**src/rtl/mem_lsu.sv**
```systemverilog
// mem_lsu: memory-access stage. Non-memory results pass through; RV32I loads/stores become one
// word-aligned data-bus transaction under a four-state FSM that stalls the pipeline until it completes.
module mem_lsu #(
   parameter int DATA_WIDTH  = 32,
   parameter int RADDR_WIDTH = 5
) (
   input  logic                   clk_i,
   input  logic                   rst_n_i,
   input  logic [31:0]            inst_i,
   input  logic [RADDR_WIDTH-1:0] reg_waddr_i,
   input  logic                   reg_we_i,
   input  logic [DATA_WIDTH-1:0]  reg_wdata_i,
   input  logic [DATA_WIDTH-1:0]  mem_wdata_i,
   output logic [RADDR_WIDTH-1:0] reg_waddr_o,
   output logic                   reg_we_o,
   output logic [DATA_WIDTH-1:0]  reg_wdata_o,
   output logic                   stall_o,
   output logic                   misalign_o,
   output logic                   dbus_req_o,
   output logic                   dbus_we_o,
   output logic [DATA_WIDTH-1:0]  dbus_addr_o,
   output logic [3:0]             dbus_be_o,
   output logic [DATA_WIDTH-1:0]  dbus_wdata_o,
   input  logic                   dbus_gnt_i,
   input  logic                   dbus_rvalid_i,
   input  logic [DATA_WIDTH-1:0]  dbus_rdata_i
);
   localparam logic [6:0] OP_LOAD = 7'b0000011;
   localparam logic [6:0] OP_STORE = 7'b0100011;
   typedef enum logic [1:0] {IDLE, REQ, RESP, DONE} state_e;
   state_e state_q, state_d;
   logic [DATA_WIDTH-1:0] addr_q, addr_d, wdata_q, wdata_d, data_q, data_d, shifted, ext;
   logic [RADDR_WIDTH-1:0] waddr_q, waddr_d;
   logic [3:0] be_q, be_d;
   logic [2:0] f3_q, f3_d, f3;
   logic [1:0] off_q, off_d, off;
   logic we_q, we_d, load_q, load_d;
   logic ls_op, is_ld, is_st, mis, idle, go, unused;

   assign f3 = inst_i[14:12];
   assign off = reg_wdata_i[1:0];
   assign ls_op = inst_i[6:0] == OP_LOAD || inst_i[6:0] == OP_STORE;
   assign is_ld = inst_i[6:0] == OP_LOAD && (f3 inside {3'b000, 3'b001, 3'b010, 3'b100, 3'b101});
   assign is_st = inst_i[6:0] == OP_STORE && (f3 inside {3'b000, 3'b001, 3'b010});
   assign mis = (is_ld || is_st) && (f3[1:0] == 2'b01 ? off[0] : (f3[1:0] == 2'b10 && off != 2'b00));
   assign idle = state_q == IDLE;
   assign go = idle && (is_ld || is_st) && !mis;
   assign unused = ^{inst_i[31:15], inst_i[11:7]};

   always_ff @(posedge clk_i or negedge rst_n_i) begin
      if (!rst_n_i) state_q <= IDLE;
      else state_q <= state_d;
   end

   always_comb begin
      state_d = state_q;
      case (state_q)
         IDLE:    state_d = go ? REQ : IDLE;
         REQ:     state_d = dbus_gnt_i ? RESP : REQ;
         RESP:    state_d = dbus_rvalid_i ? DONE : RESP;
         default: state_d = IDLE;
      endcase
   end

   always_ff @(posedge clk_i or negedge rst_n_i) begin
      if (!rst_n_i) begin
         addr_q  <= '0;
         wdata_q <= '0;
         data_q  <= '0;
         waddr_q <= '0;
         be_q    <= '0;
         f3_q    <= '0;
         off_q   <= '0;
         we_q    <= 1'b0;
         load_q  <= 1'b0;
      end else begin
         addr_q  <= addr_d;
         wdata_q <= wdata_d;
         data_q  <= data_d;
         waddr_q <= waddr_d;
         be_q    <= be_d;
         f3_q    <= f3_d;
         off_q   <= off_d;
         we_q    <= we_d;
         load_q  <= load_d;
      end
   end

   // Load extraction works on the latched byte offset and size, not on the live instruction.
   always_comb begin
      shifted = dbus_rdata_i >> {off_q, 3'b000};
      ext = f3_q == 3'b000 ? {{24{shifted[7]}}, shifted[7:0]} :
            f3_q == 3'b001 ? {{16{shifted[15]}}, shifted[15:0]} :
            f3_q == 3'b100 ? {24'b0, shifted[7:0]} :
            f3_q == 3'b101 ? {16'b0, shifted[15:0]} : shifted;
   end

   always_comb begin
      addr_d  = go ? {reg_wdata_i[DATA_WIDTH-1:2], 2'b00} : addr_q;
      off_d   = go ? off : off_q;
      f3_d    = go ? f3 : f3_q;
      waddr_d = go ? reg_waddr_i : waddr_q;
      load_d  = go ? is_ld : load_q;
      we_d    = go ? is_st : we_q;
      be_d    = !go ? be_q :
                is_ld ? 4'b1111 :
                f3[1:0] == 2'b00 ? 4'b0001 << off :
                f3[1:0] == 2'b01 ? 4'b0011 << off : 4'b1111;
      wdata_d = !go ? wdata_q :
                f3[1:0] == 2'b00 ? {4{mem_wdata_i[7:0]}} :
                f3[1:0] == 2'b01 ? {2{mem_wdata_i[15:0]}} : mem_wdata_i;
      data_d  = state_q == RESP && dbus_rvalid_i ? ext : data_q;
   end

   // Reset gates the combinational pass-through so every output reads zero while rst_n_i is low.
   always_comb begin
      stall_o      = rst_n_i && (go || state_q == REQ || state_q == RESP);
      misalign_o   = rst_n_i && idle && mis;
      reg_we_o     = rst_n_i && (state_q == DONE ? load_q : idle && reg_we_i && !ls_op);
      reg_waddr_o  = !rst_n_i ? '0 : state_q == DONE ? waddr_q : reg_waddr_i;
      reg_wdata_o  = !rst_n_i ? '0 : state_q == DONE ? data_q : reg_wdata_i;
      dbus_req_o   = state_q == REQ;
      dbus_we_o    = we_q;
      dbus_addr_o  = addr_q;
      dbus_be_o    = be_q;
      dbus_wdata_o = wdata_q;
   end
endmodule
```
**config.mk**
```make
export PLATFORM = sky130hd
export DESIGN_NAME = mem_lsu
export DESIGN_NICKNAME = d
export VERILOG_FILES = /design/src/rtl/mem_lsu.sv
export SDC_FILE = /design/constraint.sdc
export NUM_CORES = 1
export LEC_CHECK = 0
export BUFFER_PORTS_ARGS = -buffer_cell sky130_fd_sc_hd__buf_2
export CAP_MARGIN = 20
export CORE_MARGIN = 2
export CORE_UTILIZATION = 25
export CTS_CLUSTER_SIZE = 14
export DETAILED_ROUTE_END_ITERATION = 6
export GPL_TIMING_DRIVEN = 0
export PLACE_DENSITY_LB_ADDON = 0.2
export SETUP_SLACK_MARGIN = 0.2
export SLEW_MARGIN = 40
export SYNTH_ARGS = -nofsm -noshare
export SYNTH_HDL_FRONTEND = slang
export SYNTH_SLANG_ARGS = --single-unit
export TNS_END_PERCENT = 20
```
**constraint.sdc**
```tcl
create_clock -name clk_i -period 2.3 [get_ports clk_i]
set_input_delay 0.115 -clock clk_i [delete_from_list [all_inputs] [get_ports clk_i]]
set_output_delay 0.115 -clock clk_i [all_outputs]
set_load 0.005 [all_outputs]
```
=== After elaboration in Yosys (flattened, before gate mapping) ===
Index checks and enable logic that the tools add are counted.

* Memories: 0
* Logic and storage cells: 72
* ROM bits: 0
* Register bits after elaboration: 112
* Output and inout port bits: 110
* Bits of input ports: 138
* Latch bits: 0
* Memory bits (writable): 0

* Equal/unequal tests: 14
* Reduce and logical (&&, ||, !) cells: 26
* Bitwise logic cells: 0
* Magnitude comparators: 0
* Muxes and demuxes: 19
* Multiply operators: 0
* Shifts and indexed selects: 3
* Add/subtract/negate cells: 0
* Divide/modulo/power cells: 0

{| class="wikitable"
|+ Operators with widths
! cell !! number
|-
| 32-bit 2-to-1 mux || 8
|-
| 32-bit by 5-bit >> shifter with 32-bit output || 1
|-
| 1-bit logical AND || 13
|-
| 3-bit equality test (second input constant) || 4
|-
| 4-bit 2-to-1 mux || 3
|-
| 5-bit 2-to-1 mux || 2
|-
| 7-bit by 2-bit equality test with 1-bit output (second input constant) || 1
|-
| 7-bit by 6-bit equality test with 1-bit output (second input constant) || 1
|-
| 2-bit equality test (second input constant) || 3
|-
| 3-bit by 1-bit equality test with 1-bit output (second input constant) || 2
|-
| 3-bit logical NOT || 2
|-
| 2-bit case mux with 3 select lines || 1
|-
| 5-bit nonzero test || 1
|-
| 2-bit by 1-bit equality test with 1-bit output (second input constant) || 2
|-
| 2-bit logical NOT || 2
|-
| 1-bit logical OR || 4
|-
| 1-bit 2-to-1 mux || 4
|-
| 1-bit by 2-bit left shift with 4-bit output (first input constant) || 1
|-
| 2-bit by 2-bit left shift with 4-bit output (first input constant) || 1
|-
| 3-bit by 2-bit equality test with 1-bit output (second input constant) || 1
|-
| 3-bit nonzero test || 1
|-
| 1-bit logical NOT || 2
|-
| 2-bit 2-to-1 mux || 1
|-
| 2-bit nonzero test || 1
|}

=== Longest topological paths before layout ===
* Depth in word-level cells: 10
* Mapped depth: 8
* Gate-level depth less buffers: 6

=== Worst setup path before layout ===
Ideal clock, no wire load.

* Path kind: in2reg
* Start: in reg_wdata_i[0]
* End: reg addr_q[10] (netlist: dbus_addr_o[10])
* Data arrival time: 1.647 ns
* Data required time: 2.175 ns
* Library setup time: 0.125 ns
* Cell stages on the path: 8
* Slack: 0.529 ns
* Buffers on the path: 2
* Cell sequence: inv_1 -> ha_1 -> or3b_2 -> nand3_1 -> or3_1 -> buf_6 -> buf_6 -> mux2_2

* Word-level cells in the longest chain between the ends: 6

{| class="wikitable"
|+ Ends and longest elaborated chain
! item !! line !! RTL
|-
| start: declaration || 12 || <nowiki>input logic [DATA_WIDTH-1:0] reg_wdata_i,</nowiki>
|-
| 2-bit nonzero test || 45 || <nowiki>assign mis = (is_ld || is_st) && (f3[1:0] == 2'b01 ? off[0] : (f3[1:0] == 2'b10 && off != 2'b00));</nowiki>
|-
| 1-bit logical AND || 45 ||
|-
| 1-bit 2-to-1 mux (*) || 45 ||
|-
| 1-bit logical AND (*) || 45 ||
|-
| 1-bit logical NOT (*) || 47 || <nowiki>assign go = idle && (is_ld || is_st) && !mis;</nowiki>
|-
| 1-bit logical AND (*) || 47 ||
|-
| end signal: assignment || 77 || <nowiki>addr_q <= addr_d;</nowiki>
|-
| end: declaration || 32 || <nowiki>logic [DATA_WIDTH-1:0] addr_q, addr_d, wdata_q, wdata_d, data_q, data_d, shifted, ext;</nowiki>
|}

Mark *: on every way between the ends. The rest lies on a longest branch, timed or not.
A chain may end at the register's enable or synchronous reset.

=== Worst setup path after layout ===
* Start: reg state_q[1]
* End: out stall_o

* Word-level cells in the longest chain between the ends: 6
* Elaborated cells between the ends (all ways): 8
* Those cells by class: eq/ne (2); reduce/logical (6)

{| class="wikitable"
|+ Ends and longest elaborated chain
! item !! line !! RTL
|-
| start: declaration || 31 || <nowiki>state_e state_q, state_d;</nowiki>
|-
| start signal: assignment || 52 || <nowiki>else state_q <= state_d;</nowiki>
|-
| 2-bit logical NOT || 46 || <nowiki>assign idle = state_q == IDLE;</nowiki>
|-
| 1-bit logical AND (2 in a row) || 47 ||
|-
| 1-bit logical OR || 117 || <nowiki>stall_o = rst_n_i && (go || state_q == REQ || state_q == RESP);</nowiki>
|-
| 1-bit logical OR (*) || 117 ||
|-
| 1-bit logical AND (*) || 117 ||
|-
| end: declaration || 17 || <nowiki>output logic stall_o,</nowiki>
|}

Marks and branches as above.

==> impl_metrics.ini <==
[cells_and_area]
fin_nets = 995
syn_to_final_growth_pct = 38.79
fillers = 2616
final-seq-area_um2 = 2805
multi_input_area_um2 = 3082
postLayoutCoreUtil_pct = 35.03
drive_above_1_share_pct = 44.64

[power]
ir_drop_uv = 334.9
power.density_nw_per_um2 = 789.4
p_leak_uw = 0.004221

[setup_path]
worstRegToRegCells = 6
critPathKind = reg -> out
slowest_delay_ns = 0.45
cp_cell_sequence = nor2_2 > nand3_2 > nor3_4 > buf_4 > o31a_1 > buf_2
endpoint_kind = output pin
crit_fanout = 10
critical_path_arrival_ns = 1.86
crit_slowest_cell = dfrtp_2
start_kind = flip-flop
cp.required_ns = 2.18

[clock_tree]
cts.path.max_buffers = 2
clock_sinks = 112
clock_latency_ns = 0.36
cts_made_buffers = 9
path_clk_slew_ns = 0.08
h-tree-depth = 3
cts-root-buf = clkbuf_16
cts_tree = done

[placed_design]
dp_hpwl_um = 15790
port-buffer-count = 222
place_congestion = 0.7815
pre_cts_slack_ns = -0.05514

[floorplanning]
die_w_um = 160.0
rows = 57
core_um2 = 24110
fp.dieH_um = 160.0
ioPinCount = 248
initial_core_util_pct = 25.24
dieArea_um2 = 25600

[logic_synthesis]
syn_inst = 584
synth_edf_count = 0
ys_ff_latch = 112
ys_seq_area_share_pct = 46.07
synth_cell_types = 41
async_reset_ff_share_pct = 100.0
synth-main-ff-cell = dfrtp_1
avgSynthCellArea_um2 = 10.42
syn-cell-area_um2 = 6083
yosysWarnings = 0

[status]
outcome = finished, violations left
violations = hold timing

[global_routing]
antenna_found_initial = 1
grt_usage_pct = 16.30
grt_max_degree = 50
grt.overflow.total = 0
grt_pass1_vias = 5549
grt_pass1_wl_um = 32370

[worst_hold_path]
hold_path_class = in -> async

[sta]
fmax_mhz = 506.5
drv_slew = 0
fin_skew_ns = 0.01277
fin_hold_ws_ns = -0.1174
relSlewSlack_pct = 50.57
fin_crit_ns = 1.974
setup_slack_ns = 0.3258
worst_slew_pin_slew_ns = 0.7387
fin_crit_sh_pct = 85.83
rsz0062_at_grt = yes
finalHoldViolations = 43
setup_viol = 0

[detailed_routing]
drt_iter0_markers = 254
drc = 0
num_vias = 5420
wl_per_cell_um = 17.72
vias_per_cell = 4.582
final_antenna_net_count = 0
firstDrtPassIters = 4
wirelength_um = 20960

[job]
max_cap_viol_count = 0
## state kept, by name (all words and copies together), names as in the netlist
signal	count
state_q	2
dbus_be_o	4
waddr_q	5
f3_q	3
dbus_wdata_o	32
dbus_we_o	1
load_q	1
dbus_addr_o	30
off_q	2
data_q	32
## placed cells by master, fill, tap and decap left out, types with 3 or more instances in the layout
cell type,synthesis,routed
a2bb2oi_1,7,7
nand3b_1,3,3
buf_6,6,7
dlygate4sd3_1,0,28
a221o_1,3,3
ha_1,4,4
buf_1,3,3
nor2_1,21,20
a22oi_1,16,16
buf_2,4,225
clkbuf_1,26,16
a21boi_0,37,37
dfrtp_1,112,110
clkbuf_2,0,7
clkbuf_16,0,9
a21oi_1,8,8
nor2b_1,5,5
mux2i_1,24,24
mux2_2,98,98
o21ai_0,66,66
buf_12,0,4
buf_4,4,6
inv_1,5,5
nand2_1,95,94
o22a_1,8,8
## metal layers
layer	vias up	track usage (%)	wire length [um]
met2	188	26.88	9796
met4	0	3.522	226
met3	15	4.130	1379
li1	2612	-	-
met5	-	0	0
met1	2605	21.66	9558
## power breakdown
part	total, uW	switching (uW)	internal [uW]
registers	2770	309	2460
clock network	1820	819	1000
logic	2070	1080	989
## cells by family (layout without fill, tap and decap cells)
group           Yosys count  after routing  synth area share [%]
compound gates          154            154                 16.45
fa+ha+maj                 4              4                0.8227
buf+inv                  48            321                 4.031
flops                   112            112                 46.07
mux                     123            123                 22.46
other cells               1              3               0.06164
simple gates            142            142                 10.10
## cell usage after synthesis, drive strengths merged, types with 4 or more instances
library cell | number | area share (%)
dfrtp | 112 | 46
mux2 | 98 | 18
nand2 | 95 | 5.9
o21ai | 67 | 5.5
a21boi | 37 | 4.6
clkbuf | 26 | 1.6
mux2i | 24 | 3.9
nor2 | 21 | 1.3
buf | 17 | 2.1
a22oi | 16 | 2.0
a21oi | 8 | 0.66
o22a | 8 | 1.2
a2bb2oi | 7 | 1.0
inv | 5 | 0.31
nor2b | 5 | 0.51
ha | 4 | 0.82
nand3 | 4 | 0.41
nor3 | 4 | 0.41
## layout make-up
class | count | area share (%)
plain buffers | 43 | 2.964
diodes | 1 | 0.02964
clock buffers | 10 | 2.830
clock inverters | 6 | 1.141
inverters | 5 | 0.2223
well taps | 324 | 4.801
multi-input cells | 425 | 36.50
flip-flops and latches | 112 | 33.22
repair buffers | 257 | 18.29
## critical path, delay by kind of cell, from the launching register on
| kind | cells | cell delay [ns] |
|---|---|---|
| and+or+nand+nor | 3 | 0.58 |
| DFF | 1 | 0.45 |
| buffers and inverters | 2 | 0.34 |
| AOI/OAI and AO/OA | 1 | 0.13 |
## path summary, 6_finish.rpt
kind / start / slack (ns) / end
worst max-delay path: state_q[1]$_DFF_PN0_ / 0.33 / stall_o
worst min-delay path: rst_n_i / -0.12 / dbus_addr_o[30]$_DFFE_PN0P_
worst max register to register: state_q[1]$_DFF_PN0_ / 0.33 / dbus_be_o[2]$_DFFE_PN0P_
worst min register to register: data_q[1]$_DFFE_PN0P_ / 0.50 / data_q[1]$_DFFE_PN0P_
max in group asynchronous: rst_n_i / 1.60 / dbus_wdata_o[5]$_DFFE_PN0P_
min in group clk_i: reg_wdata_i[27] / 0.01 / dbus_addr_o[27]$_DFFE_PN0P_
## metrics by stage
| stage | instances | instance area [um2] | hold slack [ns] | setup TNS, ns | power (uW) |
|---|---|---|---|---|---|
| after floorplan | 585 | 6087 | -0.1806 | 0 | 3902 |
| after global placement | 1131 | 7604 | 0.3332 | -104.97 | 4757 |
| after detailed placement | 1133 | 7674 | -0.03023 | -0.08824 | 4802 |
| after CTS | 1178 | 8328 | -0.3588 | 0 | 6728 |
| after global routing | 1182 | 8441 | -0.1022 | 0 | 7140 |
| final | 1183 | 8443 | -0.1174 | 0 | 6665 |
## what timing repair did
item                       4_1_cts  5_1_grt
setup endpoints to repair       58      102
hold endpoints to repair        92       65
pin swaps                        1        0
buffers inserted                 1        0
cloned                           0        0
hold buffers                    28        4
gates resized for setup         10       20
No activity file was read; power rests on OpenSTA's default activity.
